<file path="config.mk">
export PLATFORM = sky130hd
export DESIGN_NAME = sc_shiftseq_reg
export DESIGN_NICKNAME = d
export VERILOG_FILES = /design/src/rtl/sc_shiftseq_reg.sv
export SDC_FILE = /design/constraint.sdc
export NUM_CORES = 1
export LEC_CHECK = 0
export CAP_MARGIN = 20
export CORE_UTILIZATION = 46
export CTS_CLUSTER_DIAMETER = 80
export DETAILED_ROUTE_END_ITERATION = 10
export PLACE_DENSITY = 0.77
export SETUP_SLACK_MARGIN = 0.3
export SLEW_MARGIN = 20
export SYNTH_ARGS = -nofsm -noshare
export SYNTH_HDL_FRONTEND = slang
export SYNTH_SLANG_ARGS = --single-unit
</file>
<file path="constraint.sdc">
create_clock -name SC_SHIFTSEQ_CLOCK_50 -period 1.85 [get_ports SC_SHIFTSEQ_CLOCK_50]
set_input_delay 0.2775 -clock SC_SHIFTSEQ_CLOCK_50 [delete_from_list [all_inputs] [get_ports SC_SHIFTSEQ_CLOCK_50]]
set_output_delay 0.2775 -clock SC_SHIFTSEQ_CLOCK_50 [all_outputs]
set_load 0.01 [all_outputs]
</file>
<file path="src/rtl/sc_shiftseq_reg.sv">
// Multi-cycle shift register sequencer: clear/load/start in IDLE, one 1-bit step per SHIFT cycle, DONE pulse.
// Rotate modes (100 ROL, 101 ROR) exist only when SC_SHIFTSEQ_ROTATE_EN is defined; otherwise they hold.
module sc_shiftseq_reg #(
    parameter int unsigned SHIFTSEQ_DATAWIDTH   = 8,
    parameter int unsigned SHIFTSEQ_AMOUNTWIDTH = 3
) (
    input  logic                            SC_SHIFTSEQ_CLOCK_50,
    input  logic                            SC_SHIFTSEQ_RESET_InLow,
    input  logic                            SC_SHIFTSEQ_clear_InLow,
    input  logic                            SC_SHIFTSEQ_load_InLow,
    input  logic                            SC_SHIFTSEQ_start_In,
    input  logic [2:0]                      SC_SHIFTSEQ_mode_In,
    input  logic [SHIFTSEQ_AMOUNTWIDTH-1:0] SC_SHIFTSEQ_amount_In,
    input  logic                            SC_SHIFTSEQ_serial_In,
    input  logic [SHIFTSEQ_DATAWIDTH-1:0]   SC_SHIFTSEQ_data_InBUS,
    output logic [SHIFTSEQ_DATAWIDTH-1:0]   SC_SHIFTSEQ_data_OutBUS,
    output logic                            SC_SHIFTSEQ_busy_Out,
    output logic                            SC_SHIFTSEQ_done_Out
);

    localparam int unsigned W  = SHIFTSEQ_DATAWIDTH;
    localparam int unsigned AW = SHIFTSEQ_AMOUNTWIDTH;

    localparam logic [2:0] MODE_LSL = 3'b001;
    localparam logic [2:0] MODE_LSR = 3'b010;
    localparam logic [2:0] MODE_ASR = 3'b011;
`ifdef SC_SHIFTSEQ_ROTATE_EN
    localparam logic [2:0] MODE_ROL = 3'b100;
    localparam logic [2:0] MODE_ROR = 3'b101;
`endif

    typedef enum logic [1:0] {
        ST_IDLE  = 2'd0,
        ST_SHIFT = 2'd1,
        ST_DONE  = 2'd2
    } state_t;

    state_t          state_q, state_d;
    logic [W-1:0]    data_q, data_d;
    logic [AW-1:0]   cnt_q, cnt_d;
    logic [2:0]      mode_q, mode_d;
    logic            busy_q, busy_d;
    logic            done_q, done_d;

    // One 1-bit step of the latched mode; unknown/disabled codes hold.
    function automatic logic [W-1:0] shift_step(input logic [W-1:0] r,
                                                input logic [2:0]   m,
                                                input logic         s);
        logic [W-1:0] res;
        res = r;
        case (m)
            MODE_LSL: res = {r[W-2:0], s};
            MODE_LSR: res = {s, r[W-1:1]};
            MODE_ASR: res = {r[W-1], r[W-1:1]};
`ifdef SC_SHIFTSEQ_ROTATE_EN
            MODE_ROL: res = {r[W-2:0], r[W-1]};
            MODE_ROR: res = {r[0], r[W-1:1]};
`endif
            default:  res = r;
        endcase
        return res;
    endfunction

    // State register
    always_ff @(posedge SC_SHIFTSEQ_CLOCK_50) begin
        if (!SC_SHIFTSEQ_RESET_InLow) begin
            state_q <= ST_IDLE;
        end else begin
            state_q <= state_d;
        end
    end

    // Next-state logic; clear wins over everything except reset
    always_comb begin
        state_d = state_q;
        case (state_q)
            ST_IDLE: begin
                if (!SC_SHIFTSEQ_clear_InLow || !SC_SHIFTSEQ_load_InLow) begin
                    state_d = ST_IDLE;
                end else if (SC_SHIFTSEQ_start_In) begin
                    state_d = (SC_SHIFTSEQ_amount_In == AW'(0)) ? ST_DONE : ST_SHIFT;
                end
            end
            ST_SHIFT: begin
                if (!SC_SHIFTSEQ_clear_InLow) begin
                    state_d = ST_IDLE;
                end else if (cnt_q == AW'(1)) begin
                    state_d = ST_DONE;
                end
            end
            ST_DONE:  state_d = ST_IDLE;
            default:  state_d = ST_IDLE;
        endcase
    end

    // Datapath and flag next values
    always_comb begin
        data_d = data_q;
        cnt_d  = cnt_q;
        mode_d = mode_q;
        case (state_q)
            ST_IDLE: begin
                if (!SC_SHIFTSEQ_clear_InLow) begin
                    data_d = '0;
                end else if (!SC_SHIFTSEQ_load_InLow) begin
                    data_d = SC_SHIFTSEQ_data_InBUS;
                end else if (SC_SHIFTSEQ_start_In) begin
                    mode_d = SC_SHIFTSEQ_mode_In;
                    cnt_d  = SC_SHIFTSEQ_amount_In;
                end
            end
            ST_SHIFT: begin
                if (!SC_SHIFTSEQ_clear_InLow) begin
                    data_d = '0;
                    cnt_d  = '0;
                end else begin
                    data_d = shift_step(data_q, mode_q, SC_SHIFTSEQ_serial_In);
                    cnt_d  = cnt_q - AW'(1);
                end
            end
            ST_DONE: begin
                if (!SC_SHIFTSEQ_clear_InLow) begin
                    data_d = '0;
                end
            end
            default: begin
                data_d = data_q;
            end
        endcase
        busy_d = (state_d == ST_SHIFT);
        done_d = (state_d == ST_DONE);
    end

    always_ff @(posedge SC_SHIFTSEQ_CLOCK_50) begin
        if (!SC_SHIFTSEQ_RESET_InLow) begin
            data_q <= '0;
            cnt_q  <= '0;
            mode_q <= '0;
            busy_q <= 1'b0;
            done_q <= 1'b0;
        end else begin
            data_q <= data_d;
            cnt_q  <= cnt_d;
            mode_q <= mode_d;
            busy_q <= busy_d;
            done_q <= done_d;
        end
    end

    assign SC_SHIFTSEQ_data_OutBUS = data_q;
    assign SC_SHIFTSEQ_busy_Out    = busy_q;
    assign SC_SHIFTSEQ_done_Out    = done_q;

endmodule

</file>
Word level (Yosys, flattened, before mapping)

Index checks and enable logic that the tools add are counted.

Flip-flop bits (word level): 18
Bits in latches: 0
RAM bits: 0
ROM bits: 0
Input bits: 20
Output and inout port bits: 10
Logic and storage cells: 52
Memories: 0

$add $sub $neg: 1
Multipliers: 0
Div/mod/pow operators: 0
$lt $le $gt $ge: 0
Equality and inequality tests: 16
Shifts and indexed selects: 0
Multiplexer cells: 17
Bitwise operators: 0
Reduce and logical (&&, ||, !) cells: 11

Operators with widths:

| kind                                                                   | count |
|---|---|
| 8-bit case mux with 3 select lines                                     | 2 |
| 8-bit 2-to-1 mux                                                       | 4 |
| 3-bit 2-to-1 mux                                                       | 4 |
| 4-bit AND reduction                                                    | 3 |
| 2-bit 2-to-1 mux                                                       | 5 |
| 2-bit inequality test (second input constant)                          | 4 |
| 3-bit by 1-bit equality test with 1-bit output (second input constant) | 2 |
| 3-bit by 2-bit equality test with 1-bit output (second input constant) | 2 |
| 3-bit inequality test (second input constant)                          | 2 |
| 3-bit case mux with 2 select lines                                     | 1 |
| 5-bit inequality test (second input constant)                          | 1 |
| 5-bit AND reduction                                                    | 1 |
| 2-bit by 1-bit equality test with 1-bit output (second input constant) | 2 |
| 2-bit equality test (second input constant)                            | 2 |
| 4-bit inequality test (second input constant)                          | 1 |
| 2-bit case mux with 2 select lines                                     | 1 |
| 3-bit logical NOT                                                      | 1 |
| 3-bit nonzero test                                                     | 1 |
| 3-bit by 1-bit subtractor with 3-bit output (second input constant)    | 1 |
| 1-bit logical NOT                                                      | 2 |
| 2-bit logical NOT                                                      | 1 |
| 2-bit nonzero test                                                     | 1 |
| 1-bit logical OR                                                       | 1 |

Longest topological paths before layout

Depth in word-level cells: 6
Mapped depth: 7
Gate-level depth less buffers: 6

Least setup slack after synthesis

Ideal clock, no wire load.

Kind: reg-to-reg
From: reg state_q[0]
To: reg data_q[7] (netlist: SC_SHIFTSEQ_data_OutBUS[7])
Setup time: 0.059 ns
Arrival time: 1.526 ns
Required time: 1.791 ns
Setup slack: 0.265 ns
Cell stages (with the launch flop): 8
Path buffers: 1
Clock period less this slack: 1.585 ns
Cell sequence: dfxtp_1 > inv_1 > ha_1 > buf_2 > nand2_4 > or3_1 > o2bb2ai_1 > a32o_2

Word-level cells in the longest chain between the ends: 3
Elaborated cells on any way between the ends: 10
Those cells by class: eq/ne (6); mux (1); reduce/logical (3)

Ends and longest elaborated chain:

| item                                                                   | line | RTL |
|---|---|---|
| start: declaration                                                     | 38   | `state_t state_q, state_d;` |
| start signal: assignment                                               | 69   | `state_q <= state_d;` |
| 2-bit by 1-bit equality test with 1-bit output (tied with other cells) | 101  | `case (state_q)` |
| 4-bit inequality test (no line) (tied with other cells)                | n/a  |  |
| 5-bit AND reduction (no line)                                          | n/a  |  |
| end signal: assignment                                                 | 142  | `data_q <= data_d;` |
| end: declaration                                                       | 39   | `logic [W-1:0] data_q, data_d;` |

Parallel ways exist; a longest one is shown, timed or not.
A chain may end at the register's enable or synchronous reset.

Worst setup path after layout

From: reg state_q[1]
To: reg data_q[4] (netlist: SC_SHIFTSEQ_data_OutBUS[4])

Word-level cells in the longest chain between the ends: 3
Elaborated cells on any way between the ends: 9
Those cells by class: eq/ne (5); mux (1); reduce/logical (3)

Ends and longest elaborated chain:

| item                                                                   | line |
|---|---|
| 2-bit by 1-bit equality test with 1-bit output (tied with other cells) | 101 |
| 5-bit inequality test (no line) (tied with other cells)                | n/a |
| 4-bit AND reduction (no line)                                          | n/a |

Parallel ways exist; a longest one is shown, timed or not.

==> impl_metrics.toml <==
[timing]
finalHoldViolCount = 0
worst_slew_margin_rel_pct = 70.39
fmax_ghz = 0.6563
rsz0062_at_grt = "false"
period_minus_slack_ps = 1524
worst_slew_pin_slew_ps = 439.5
finalCritPeriodShare_pct = 82.36
slew_viol_final = 0
finalSetupViolCount = 0
fin_tns_setup_ps = 0
finClkSkew_ps = 12.89

[pwr]
power_w = 0.0008394
ir_drop_mv = 0.5303
power_density_nw_per_um2 = 547.2
leakage_nw = 0.7220

[placed_design]
gp_congestion = 0.7956
postPlaceCellArea_um2 = 1398
port_buffers = 29
hpwl_um = 1875

[logic_synthesis]
synth_compound_area_share_pct = 26.78
synth-simple-area-share_pct = 15.17
ys_top_cells_by_area = "dfxtp_1 (34%), mux2i_1 (9.5%), ha_1 (7.1%)"
synth_largest_area_cell = "dfxtp_1"
synthMuxAreaShare_pct = 9.479
synth_nets = 143
yosysUniqueCellTypes = 38
synth_top_family_by_area = "compound AO/OA/AOI/OAI gates"
synth-seq-cells = 18
syn_area_um2 = 1056
synth_warnings = 0
async_reset_ff_share_pct = 0
seq_area_frac_synth_pct = 34.12
synth_top_area_share_pct = 34.12
synthFlopType = "dfxtp_1"
syn_area_per_cell_um2 = 9.026
synth_cells = 117
synth_xor_area_share_pct = 0.8294
synth_enable_flop_cells = 0
yosys.area_share.adder_pct = 7.109

[worst_setup_path]
path_class = "register to register"
cp_max_fo = 7
start_kind = "register"
end_kind = "register"
critPathArrivalTime_ps = 1760
required_ps = 2090
r2r_cells = 6

[global_routing]
grt_antenna_before_repair = 0
grt_pass1_wl_um = 4153
grt_max_degree = 11
overflow = 0
grt_pass1_vias = 938
track_usage_pct = 21.81

[clocking]
cts_sinks = 18
tritoncts = "done"
cts_buffers = 3
clock_latency_ps = 300
clkTransAtPathRegs_ps = 110
cts_max_level = 1
cts_root_buf = "clkbuf_4"
clock_path_buffers = 2

[die]
fp.dieW_um = 49.92
ios = 30
coreArea_um2 = 2062
fp-row-count = 16
initial_core_util_pct = 51.21
die_h_um = 49.92
design.die.area_um2 = 2492

[cells_and_area]
nets = 181
final_core_util_pct = 74.39
final_area_um2 = 1534
antenna_cells = 0
final_cell_mix = "clkdlybuf4s50_1 (26), inv_1 (13), dfxtp_1 (11)"
fillers = 150
flow.area_growth_from_synthesis_pct = 45.26
layout-drive-gt1-share_pct = 22.08
final_common_cell = "clkdlybuf4s50_1"

[drt]
drt_iter0_markers = 22
drc = 0
via_per_inst = 5.597
firstDrtPassIters = 4
wl_um = 2641
vias = 1013
ant_nets = 0
wl_per_cell_um = 14.59

[worst_hold_path]
hold_class = "register to register"
whs_path_depth = 2

[status]
status = "complete, no violations"

[job]
maxCapViolCount = 0
==> routing by layer <==
layer	up-vias	global-route usage, %	part of all wire, %
li1	500	-	-
met1	491	28.20	47
met2	20	35.81	48
met3	2	6.173	4.7
met4	0	4.286	0.72
met5	-	0	0
==> Yosys cell counts (all sizes together), types with 2 or more instances <==
cell type and instances:
a211oi 2, a21boi 2, a21o 2, a21oi 8, a22o 7, a32o 2
buf 2, dfxtp 18, ha 6, inv 15, mux2i 10, nand2 7
nand2b 2, nor2 3, nor2b 5, nor3 2, o21ai 4, o22ai 8
==> cells by family (layout without fill, tap and decap cells) <==
| group | after synthesis | count (layout) |
|---|---|---|
| AOI/OAI and AO/OA | 39 | 39 |
| and+or+nand+nor | 26 | 26 |
| DFF | 18 | 18 |
| buffers and inverters | 17 | 54 |
| muxes | 10 | 10 |
| adders and majority gates | 6 | 6 |
| xor gates and xnor gates | 1 | 1 |
==> area by class of cell <==
| class | instances | area (um2) | share of cell area (%) |
|---|---|---|---|
| multi-input combinational | 82 | 690.7 | 45.02 |
| sequential | 18 | 374.1 | 24.39 |
| timing repair buffer | 35 | 342.8 | 22.35 |
| inverter | 15 | 56.30 | 3.670 |
| clock buffer | 4 | 36.28 | 2.365 |
| tap | 27 | 33.78 | 2.202 |
==> state kept, by name, indices dropped and copies added, names as in the netlist <==
register / cells
mode_q: 3
SC_SHIFTSEQ_data_OutBUS: 8
cnt_q: 3
SC_SHIFTSEQ_busy_Out: 1
SC_SHIFTSEQ_done_Out: 1
state_q: 2
==> critical path, cell delays in order, from the launching register on <==
cell,delay (ps)
dfxtp_4,390
inv_2,70
ha_4,160
a21o_1,210
nor3_2,160
a21boi_4,300
a22o_1,180
==> final timing paths <==
path | to | start | slack (ps)
worst max-delay path | SC_SHIFTSEQ_data_OutBUS[4]$_SDFFE_PN0P_ | state_q[1]$_SDFF_PN0_ | 330
worst min-delay path | cnt_q[1]$_SDFFE_PN0P_ | cnt_q[1]$_SDFFE_PN0P_ | 510
worst max register to register | SC_SHIFTSEQ_data_OutBUS[4]$_SDFFE_PN0P_ | state_q[1]$_SDFF_PN0_ | 330
worst min register to register | cnt_q[1]$_SDFFE_PN0P_ | cnt_q[1]$_SDFFE_PN0P_ | 510
==> where the power goes <==
part | leakage [nW] | switching [W] | internal, W
combinational | 0.551 | 0.0000750 | 0.000102
clock | 0.0210 | 0.000129 | 0.000120
sequential | 0.150 | 0.0000133 | 0.000400
==> through the flow <==
step / worst slack [ps] / hold WS (ps) / cells
2_1_floorplan: 303.3 / 405.7 / 117
3_5_place_dp: 115.5 / 493.9 / 175
3_3_place_gp: 147.5 / 492.6 / 175
6_report: 326.4 / 512.8 / 181
4_1_cts: 289.4 / 509.3 / 179
5_1_grt: 263.4 / 544.9 / 181
==> repair_timing <==
action,CTS,global route
gates resized for setup,11,13
hold endpoints to repair,0,0
setup buffers,0,2
hold buffers,0,0
endpoints found under the setup margin,9,18
pin swaps,0,3
Power figures use the tool's default switching activity.
